[src/rtl/cv32e40x_trigger_hit_tracker.sv]
// Carries debug-trigger matches with the instruction IF->ID->EX->WB and raises a trigger debug request at WB.
// Optional per-trigger hit reporting is enabled with the CV32E40X_TRIGGER_HIT_EN macro.
module cv32e40x_trigger_hit_tracker #(
  parameter int DBG_NUM_TRIGGERS = 1
) (
  input  logic                        clk,
  input  logic                        rst,
  input  logic [DBG_NUM_TRIGGERS-1:0] match_if_i,
  input  logic [DBG_NUM_TRIGGERS-1:0] match_ex_i,
  input  logic                        if_valid_i,
  input  logic                        id_ready_i,
  input  logic                        id_valid_i,
  input  logic                        ex_ready_i,
  input  logic                        ex_valid_i,
  input  logic                        wb_ready_i,
  input  logic                        wb_valid_i,
  input  logic                        kill_if_i,
  input  logic                        kill_id_i,
  input  logic                        kill_ex_i,
  input  logic                        kill_wb_i,
  input  logic                        debug_ack_i,
  input  logic                        debug_mode_i,
  output logic                        debug_trigger_req_o,
  output logic                        wb_suppress_o,
  output logic [DBG_NUM_TRIGGERS-1:0] hit_set_o
);

`ifdef CV32E40X_TRIGGER_HIT_EN
  localparam int TW = DBG_NUM_TRIGGERS;
`else
  localparam int TW = 1;
`endif

  typedef enum logic [1:0] {IDLE, REQ, DM} state_e;

  state_e        state_q, state_d;
  logic [TW-1:0] trig_id_q, trig_id_d;
  logic [TW-1:0] trig_ex_q, trig_ex_d;
  logic [TW-1:0] trig_wb_q, trig_wb_d;
  logic [TW-1:0] match_if, match_ex;
  logic          capture_en, if_id, id_ex, ex_wb, ack_take, wb_hit;

  assign capture_en = !debug_mode_i && (state_q == IDLE);

`ifdef CV32E40X_TRIGGER_HIT_EN
  assign match_if = capture_en ? match_if_i : '0;
  assign match_ex = capture_en ? match_ex_i : '0;
`else
  assign match_if = capture_en ? (|match_if_i) : 1'b0;
  assign match_ex = capture_en ? (|match_ex_i) : 1'b0;
`endif

  assign if_id    = if_valid_i & id_ready_i;
  assign id_ex    = id_valid_i & ex_ready_i;
  assign ex_wb    = ex_valid_i & wb_ready_i;
  assign ack_take = (state_q == REQ) & debug_ack_i;
  assign wb_hit   = wb_valid_i & (|trig_wb_q);

  // An instruction leaving a killed stage carries no hits into the next one.
  always_comb begin
    trig_id_d = trig_id_q;
    if (kill_id_i || ack_take)  trig_id_d = '0;
    else if (if_id)             trig_id_d = kill_if_i ? '0 : match_if;
    else if (id_ex)             trig_id_d = '0;

    trig_ex_d = trig_ex_q;
    if (kill_ex_i || ack_take)  trig_ex_d = '0;
    else if (id_ex)             trig_ex_d = kill_id_i ? '0 : trig_id_q;
    else if (ex_valid_i)        trig_ex_d = trig_ex_q | match_ex;

    // The hitting WB entry is held on the cycle it commits to a request, and frozen until ack.
    trig_wb_d = trig_wb_q;
    if (state_q == REQ) begin
      if (debug_ack_i)          trig_wb_d = '0;
    end
    else if (kill_wb_i)         trig_wb_d = '0;
    else if (wb_hit)            trig_wb_d = trig_wb_q;
    else if (ex_wb)             trig_wb_d = kill_ex_i ? '0 : (trig_ex_q | match_ex);
    else if (!wb_valid_i)       trig_wb_d = '0;
  end

  always_comb begin
    state_d = state_q;
    case (state_q)
      IDLE:    if (wb_hit && !kill_wb_i) state_d = REQ;
      REQ:     if (debug_ack_i)          state_d = DM;
      DM:      if (!debug_mode_i)        state_d = IDLE;
      default:                           state_d = IDLE;
    endcase
  end

  always_ff @(posedge clk) begin
    if (rst) begin
      state_q   <= IDLE;
      trig_id_q <= '0;
      trig_ex_q <= '0;
      trig_wb_q <= '0;
    end else begin
      state_q   <= state_d;
      trig_id_q <= trig_id_d;
      trig_ex_q <= trig_ex_d;
      trig_wb_q <= trig_wb_d;
    end
  end

  assign debug_trigger_req_o = !rst && (state_q == REQ);
  assign wb_suppress_o       = !rst && ((state_q == REQ) || ((state_q == IDLE) && wb_hit));

`ifdef CV32E40X_TRIGGER_HIT_EN
  assign hit_set_o = (!rst && ack_take) ? trig_wb_q : '0;
`else
  assign hit_set_o = '0;
`endif

endmodule
[config.mk]
export PLATFORM = sky130hd
export DESIGN_NAME = cv32e40x_trigger_hit_tracker
export DESIGN_NICKNAME = d
export VERILOG_FILES = /design/src/rtl/cv32e40x_trigger_hit_tracker.sv
export SDC_FILE = /design/constraint.sdc
export NUM_CORES = 1
export LEC_CHECK = 0
export CORE_AREA = 2 2 39 41
export CTS_CLUSTER_DIAMETER = 60
export DETAILED_ROUTE_END_ITERATION = 10
export DIE_AREA = 0 0 41 43
export GPL_ROUTABILITY_DRIVEN = 0
export PLACE_DENSITY = 0.61
export SLEW_MARGIN = 10
export SYNTH_ARGS = -nofsm -noshare
export SYNTH_HDL_FRONTEND = slang
export SYNTH_SLANG_ARGS = --single-unit
[constraint.sdc]
create_clock -name clk -period 1.42 [get_ports clk]
set_clock_uncertainty 0.2 [all_clocks]
set_input_delay 0.213 -clock clk [delete_from_list [all_inputs] [get_ports clk]]
set_output_delay 0.213 -clock clk [all_outputs]
set_load 0.005 [all_outputs]
==> impl_metrics.py, run 1 <==
metrics = {
    "hold_path": {
        "hp-class": "flip-flop to flip-flop",
        "worstHoldStart": "trig_id_q",
    },
    "cells_and_area": {
        "drive_gt1_frac": 0.3478,
        "diodes": 0,
        "syn2layout_area_growth_pct": 109.2,
        "fill_cells": 143,
        "final_util": 0.4729,
        "final_net_count": 87,
    },
    "clocking": {
        "clock-root-buffer": "clkbuf_4",
        "cts.hold.buffers_added": 0,
        "clk_pin_slew_worst_paths_ps": 40,
        "cts-htree-levels": 1,
        "cts_made_buffers": 3,
        "numClockSinks": 5,
        "cts_tree": "done",
        "clockBufferDepth": 2,
        "clock_latency_ps": 240,
    },
    "timing": {
        "fin_setup_tns_ps": -22.31,
        "rsz0062_at_grt": "true",
        "setup_slack_ps": -14.17,
        "hold_violations": 0,
        "clock.fmax_mhz": 697.3,
        "period_needed_ps": 1434,
        "setup_viol": 2,
        "slew_violations": 0,
        "period_share": 1.010,
    },
    "global_routing": {
        "antenna_found_initial": 0,
        "grtUsageTotal": 0.1182,
        "grt_pass1_wl_mm": 1.393,
        "overflow": 0,
        "grt_max_degree": 6,
        "grt_pass1_vias": 389,
    },
    "synth": {
        "synth_ff_type": "dfxtp_1",
        "synth_seq_cells": 5,
        "netlist_instances": 39,
        "async_reset_ff_frac": 0,
        "yosys_warnings": 0,
        "avgSynthCellArea_um2": 8.021,
        "seq_area_frac_synth": 0.3200,
        "syn_nets": 56,
        "synth_edf_count": 0,
        "synth_cell_types": 23,
        "netlist_area_um2": 312.8,
    },
    "die": {
        "ioPinCount": 20,
        "rows": 14,
        "die_h_um": 43,
        "core_um2": 1384,
        "fp.dieW_um": 41,
        "die_area_um2": 1763,
        "start_util": 0.2260,
    },
    "status": {
        "violations": "setup timing",
        "status": "complete, but fails checks",
    },
    "detailed_routing": {
        "vias": 406,
        "drt-pass1-iter-count": 2,
        "wirelength_um": 941,
        "drt-vias-per-instance": 4.776,
        "wl_per_cell_um": 11.07,
        "drcViolationCount": 0,
        "drtAntennaViolNets": 0,
        "initialDrtViolationCount": 1,
    },
    "place": {
        "io_buffers": 18,
        "hpwl_um": 733.6,
    },
    "critical_path": {
        "startpoint": "state_q[0]",
        "path_class": "flip-flop to output pin",
        "worstPathRequired_ps": 1010,
        "r2r_start": "state_q[0]",
        "cp-start-kind": "flip-flop",
        "endpoint_kind": "output pin",
        "critical_path_arrival_ps": 1020,
        "path_max_fanout": 3,
    },
    "power_and_ir_drop": {
        "swShare": 0.2385,
        "clockPowerShare": 0.421,
        "p_int_uw": 303.6,
        "ir_worst_vdd_mv": 0.3844,
        "switchingPower_uw": 95.09,
        "p_leak_uw": 0.0002592,
        "p_per_area_nw_per_um2": 609.2,
        "p_seq_frac": 0.355,
        "p_comb_frac": 0.224,
    },
    "flow_run": {
        "cap_violations": 0,
    },
}
==> what timing repair did <==
action / in CTS / in global routing
resized for setup: 13 / 11
cloned: 0 / 0
buffers inserted: 0 / 1
setup endpoints to repair: 4 / 4
pin swaps: 0 / 5
==> power groups by stage <==
| stage | logic [µW] | registers [µW] | clock network (µW) |
|---|---|---|---|
| after floorplan | 19.3 | 146 | 0 |
| after global placement | 79.0 | 146 | 0 |
| after detailed placement | 79.7 | 146 | 0 |
| after CTS | 81.1 | 143 | 173 |
| after global routing | 96.3 | 142 | 178 |
| final | 89.4 | 142 | 168 |
==> per-stage QoR <==
step	power, µW	std cells	setup slack (ps)	cell area (µm²)	hold slack (ps)
5_1_grt	415.9	85	-75.91	654.4	296.2
3_3_place_gp	224.8	80	-382.5	565.5	261.1
4_1_cts	397.8	84	-51.76	606.8	280.2
6_report	398.7	85	-14.17	654.4	279.5
3_5_place_dp	225.6	80	-402.0	565.5	274.5
2_1_floorplan	165.2	39	158.9	312.8	79.25
==> state kept, by name, summed over array words and instances (netlist names) <==
name       count
trig_wb_q      1
trig_id_q      1
trig_ex_q      1
state_q        2
==> final timing paths <==
path | endpoint | slack (ps) | cells past startpoint
max reg2reg | trig_ex_q | -10 | 4
min | trig_id_q | 280 | 2
min reg2reg | trig_id_q | 280 | 2
max | wb_suppress_o | -10 | 4
==> cells in the mapped netlist (2+ instances only) <==
cell type / n / area share
nand2_1: 3 / 0.036
nor2b_1: 2 / 0.040
nor3_1: 3 / 0.048
dfxtp_1: 5 / 0.32
nand3_1: 3 / 0.048
a21oi_1: 4 / 0.064
inv_1: 3 / 0.036
==> worst max-delay path, cell delays in order (launching register included) <==
cell	delay, ps
dfxtp_2	340
buf_6	100
a21oi_2	30
nor3_1	180
buf_2	140
==> area by class of cell <==
| cell class | instances | area [µm²] | area share |
|---|---|---|---|
| multi-input cells | 30 | 245.2 | 0.3748 |
| repair buffers | 27 | 246.5 | 0.3767 |
| flip-flops and latches | 5 | 105.1 | 0.1606 |
| inverters | 3 | 11.26 | 0.01721 |
| well taps | 16 | 20.02 | 0.03059 |
| clock buffers | 4 | 26.28 | 0.04015 |
==> logic make-up (layout without fill, tap and decap cells) <==
family / after synthesis / in the layout / synth area share
AO/OA/AOI/OAI: 11 / 11 / 0.2800
flip-flops: 5 / 5 / 0.3200
other: 1 / 1 / 0.01199
buffers and inverters: 4 / 34 / 0.06001
AND/OR/NAND/NOR: 18 / 18 / 0.3280
==> routing by layer <==
metal	share of wire	vias to the layer above	global-route usage
met5	0	-	0
met4	0.018	0	0.06000
met3	0.087	2	0.05236
met2	0.49	19	0.1844
met1	0.40	182	0.1278
li1	-	203	-
==> cells in the final DEF (no fill, tap or decap) <==
cell	n
nor2b_4	2
buf_2	2
dfxtp_1	3
nor4b_2	1
dlymetal6s2s_1	1
nand3_2	1
a21oi_1	3
clkdlybuf4s50_1	14
a211oi_1	1
clkbuf_4	3
a221oi_2	1
a21oi_2	1
clkbuf_1	1
dfxtp_4	1
dfxtp_2	1
a2111oi_4	1
buf_4	7
or2_1	1
nand3b_1	1
dlygate4sd2_1	1
nand2_1	3
o2111ai_1	1
a32oi_1	1
nor3_1	2
nor2_1	1
buf_6	2
a21o_1	1
nor3_4	1
nand3_1	2
nor2b_1	1
nor3b_1	1
conb_1	1
nand4_1	1
o21ai_0	1
inv_1	3
(Power assumes the default switching activity.)
==> run 2, diff against run 1 <==
--- a/config.mk
+++ b/config.mk
@@ -5,12 +5,13 @@
 export SDC_FILE = /design/constraint.sdc
 export NUM_CORES = 1
 export LEC_CHECK = 0
+export ABC_AREA = 1
 export CORE_AREA = 2 2 39 41
-export CTS_CLUSTER_DIAMETER = 60
+export CTS_CLUSTER_DIAMETER = 150
 export DETAILED_ROUTE_END_ITERATION = 10
 export DIE_AREA = 0 0 41 43
 export GPL_ROUTABILITY_DRIVEN = 0
-export PLACE_DENSITY = 0.61
+export PLACE_DENSITY = 0.63
 export SLEW_MARGIN = 10
 export SYNTH_ARGS = -nofsm -noshare
 export SYNTH_HDL_FRONTEND = slang
==> run 2 against run 1 <==
- the run now ends clean
- critical path depth down 1
- count of clock-buffer cells in the layout is the same
- sequential share of layout area increased by 0.75 points
- synthesized area is 9.2% higher
- clock power fell by 4%
- die area is the same
- largest power group unchanged
==> impl_metrics.py, run 2 <==
metrics = {
    "status": {
        "status": "completed",
    },
    "cells_and_area": {
        "layout_common_cells": "clkdlybuf4s50_1 (14), inv_1 (11), nand2_1 (11)",
        "layoutNonFillerInstCount": 98,
        "final_area_um2": 595.6,
        "diodes": 0,
        "final_util": 0.4304,
        "largest_register": "state_q",
        "drive_gt1_frac": 0.1951,
        "final_net_count": 100,
        "largest_reg_flops": 2,
        "layout_commonest_cell": "clkdlybuf4s50_1",
        "fill_cells": 150,
        "syn2layout_area_growth_pct": 74.36,
    },
    "synth": {
        "seq_area_frac_synth": 0.2930,
        "netlist_area_um2": 341.6,
        "synth_edf_count": 0,
        "yosysTopAreaCell": "dfxtp_1",
        "netlist_instances": 56,
        "syn_nets": 73,
        "synth_ff_type": "dfxtp_1",
        "synth_top_area_share": 0.2930,
        "avgSynthCellArea_um2": 6.100,
        "synth_seq_cells": 5,
        "synth_cell_types": 17,
        "yosys_warnings": 0,
        "async_reset_ff_frac": 0,
        "synth_commonest_cells": "inv_1 (11), nand2_1 (11), dfxtp_1 (5), nand3_1 (5), nor2_1 (5)",
        "ys_top_cells_by_area": "dfxtp_1 (29%), inv_1 (12%), nand2_1 (12%)",
    },
    "power_and_ir_drop": {
        "clockPowerShare": 0.423,
        "swShare": 0.2173,
        "p_int_uw": 299.2,
        "p_leak_uw": 0.0002647,
        "ir_worst_vdd_mv": 0.3595,
        "p_per_area_nw_per_um2": 641.8,
        "p_seq_frac": 0.374,
        "switchingPower_uw": 83.07,
        "p_comb_frac": 0.203,
    },
    "hold_path": {
        "hold_end": "state_q[0]",
        "hp-class": "input pin to flip-flop",
        "hold_depth": 3,
        "worstHoldStart": "rst",
    },
    "flow_run": {
        "cap_violations": 0,
    },
    "clocking": {
        "clk_pin_slew_worst_paths_ps": 40,
        "clockBufferDepth": 2,
        "cts_made_buffers": 3,
        "cts_tree": "done",
        "cts-htree-levels": 1,
        "cts.hold.buffers_added": 0,
        "cts_setup_buffers": 0,
        "clock-root-buffer": "clkbuf_4",
        "clock_latency_ps": 240,
        "numClockSinks": 5,
    },
    "die": {
        "start_util": 0.2468,
        "ioPinCount": 20,
        "die_area_um2": 1763,
        "core_um2": 1384,
        "rows": 14,
        "fp.dieW_um": 41,
        "die_h_um": 43,
    },
    "global_routing": {
        "grt_max_degree": 7,
        "grtUsageTotal": 0.1175,
        "grt_pass1_vias": 392,
        "antenna_found_initial": 0,
        "overflow": 0,
        "grt_pass1_wl_mm": 1.393,
    },
    "detailed_routing": {
        "drcViolationCount": 0,
        "wl_per_cell_um": 8.194,
        "wirelength_um": 803,
        "drt-pass1-iter-count": 3,
        "drt-vias-per-instance": 4.327,
        "vias": 424,
        "initialDrtViolationCount": 3,
        "drtAntennaViolNets": 0,
    },
    "place": {
        "hpwl_um": 665.8,
        "placed_cells": 94,
        "postPlaceCellArea_um2": 571.8,
        "io_buffers": 18,
    },
    "critical_path": {
        "path_max_fanout": 2,
        "worstPathRequired_ps": 1010,
        "rr_endpoint": "trig_id_q",
        "endpoint_kind": "output pin",
        "critical_path_arrival_ps": 970,
        "r2r_cells": 6,
        "ff2ff_setup_slack_ps": 140,
        "path_class": "flip-flop to output pin",
        "cp-start-kind": "flip-flop",
        "r2r_start": "state_q[1]",
    },
    "timing": {
        "setup_viol": 0,
        "period_needed_ps": 1386,
        "hold_violations": 0,
        "rsz0062_at_grt": "false",
        "slew_violations": 0,
        "clock.fmax_mhz": 721.3,
        "period_share": 0.9763,
    },
}
## run 2: area by class of cell
| cell class | count | area [µm²] | area share |
|---|---|---|---|
| sequential | 5 | 100.1 | 0.1681 |
| timing repair buffer | 23 | 205.2 | 0.3445 |
| clock buffer | 4 | 26.28 | 0.04412 |
| multi-input combinational | 38 | 198.9 | 0.3340 |
| tap | 16 | 20.02 | 0.03361 |
| inverter | 12 | 45.04 | 0.07563 |
## run 2: repair_timing
action / CTS / global route
gates resized for setup: 12 / 0
endpoints found under the hold margin: 0 / 0
endpoints found under the setup margin: 2 / 0
## run 2: routing by layer
metal | vias to the layer above | global-route usage | share of wire | routed length (µm)
li1 | 228 | - | - | -
met2 | 11 | 0.1781 | 0.51 | 409
met5 | - | 0 | 0 | 0
met3 | 0 | 0.03141 | 0.054 | 43
met1 | 185 | 0.1350 | 0.43 | 349
met4 | 0 | 0.08000 | 0 | 0
## run 2: logic make-up (layout without fill, tap and decap cells)
group	after synthesis	count (layout)	synth area share
AND/OR/NAND/NOR	30	30	0.4139
other	1	1	0.01098
buffers and inverters	13	39	0.1538
flip-flops	5	5	0.2931
AO/OA/AOI/OAI	7	7	0.1282
## run 2: critical path: stages, from the launching register on
cell      delay, ps
dfxtp_1         320
nand2_1          80
a211oi_2        200
buf_2           130
## run 2: worst max path at each step
stage | from | endpoint | slack, ps | cells after the start
floorplan | state_q[0] | wb_suppress_o | 250 | 2
global placement | wb_valid_i | wb_suppress_o | -500 | 4
detailed placement | wb_valid_i | wb_suppress_o | -490 | 4
CTS | trig_wb_q | wb_suppress_o | 20 | 3
global route | trig_wb_q | wb_suppress_o | 1 | 3
finish | trig_wb_q | wb_suppress_o | 30 | 3
## run 2: through the flow
| step | setup TNS [ps] | power (µW) | setup slack, ps | hold slack [ps] |
|---|---|---|---|---|
| final | 0 | 382.3 | 33.65 | 270.9 |
| after global routing | 0 | 410.3 | 1.326 | 278.7 |
| after CTS | 0 | 391.0 | 20.24 | 259.4 |
| after detailed placement | -985.3 | 224.8 | -489.3 | 286.2 |
| after global placement | -1012 | 224.3 | -499.6 | 280.6 |
| after floorplan | 0 | 170.1 | 252.5 | 82.07 |
## run 2: power by group through the flow
stage | registers (µW) | clock network (µW) | logic (µW)
floorplan | 146 | 0 | 24.5
finish | 143 | 162 | 77.5
detailed placement | 146 | 0 | 79.3
CTS | 143 | 170 | 77.8
global placement | 146 | 0 | 78.8
global route | 143 | 181 | 86.5
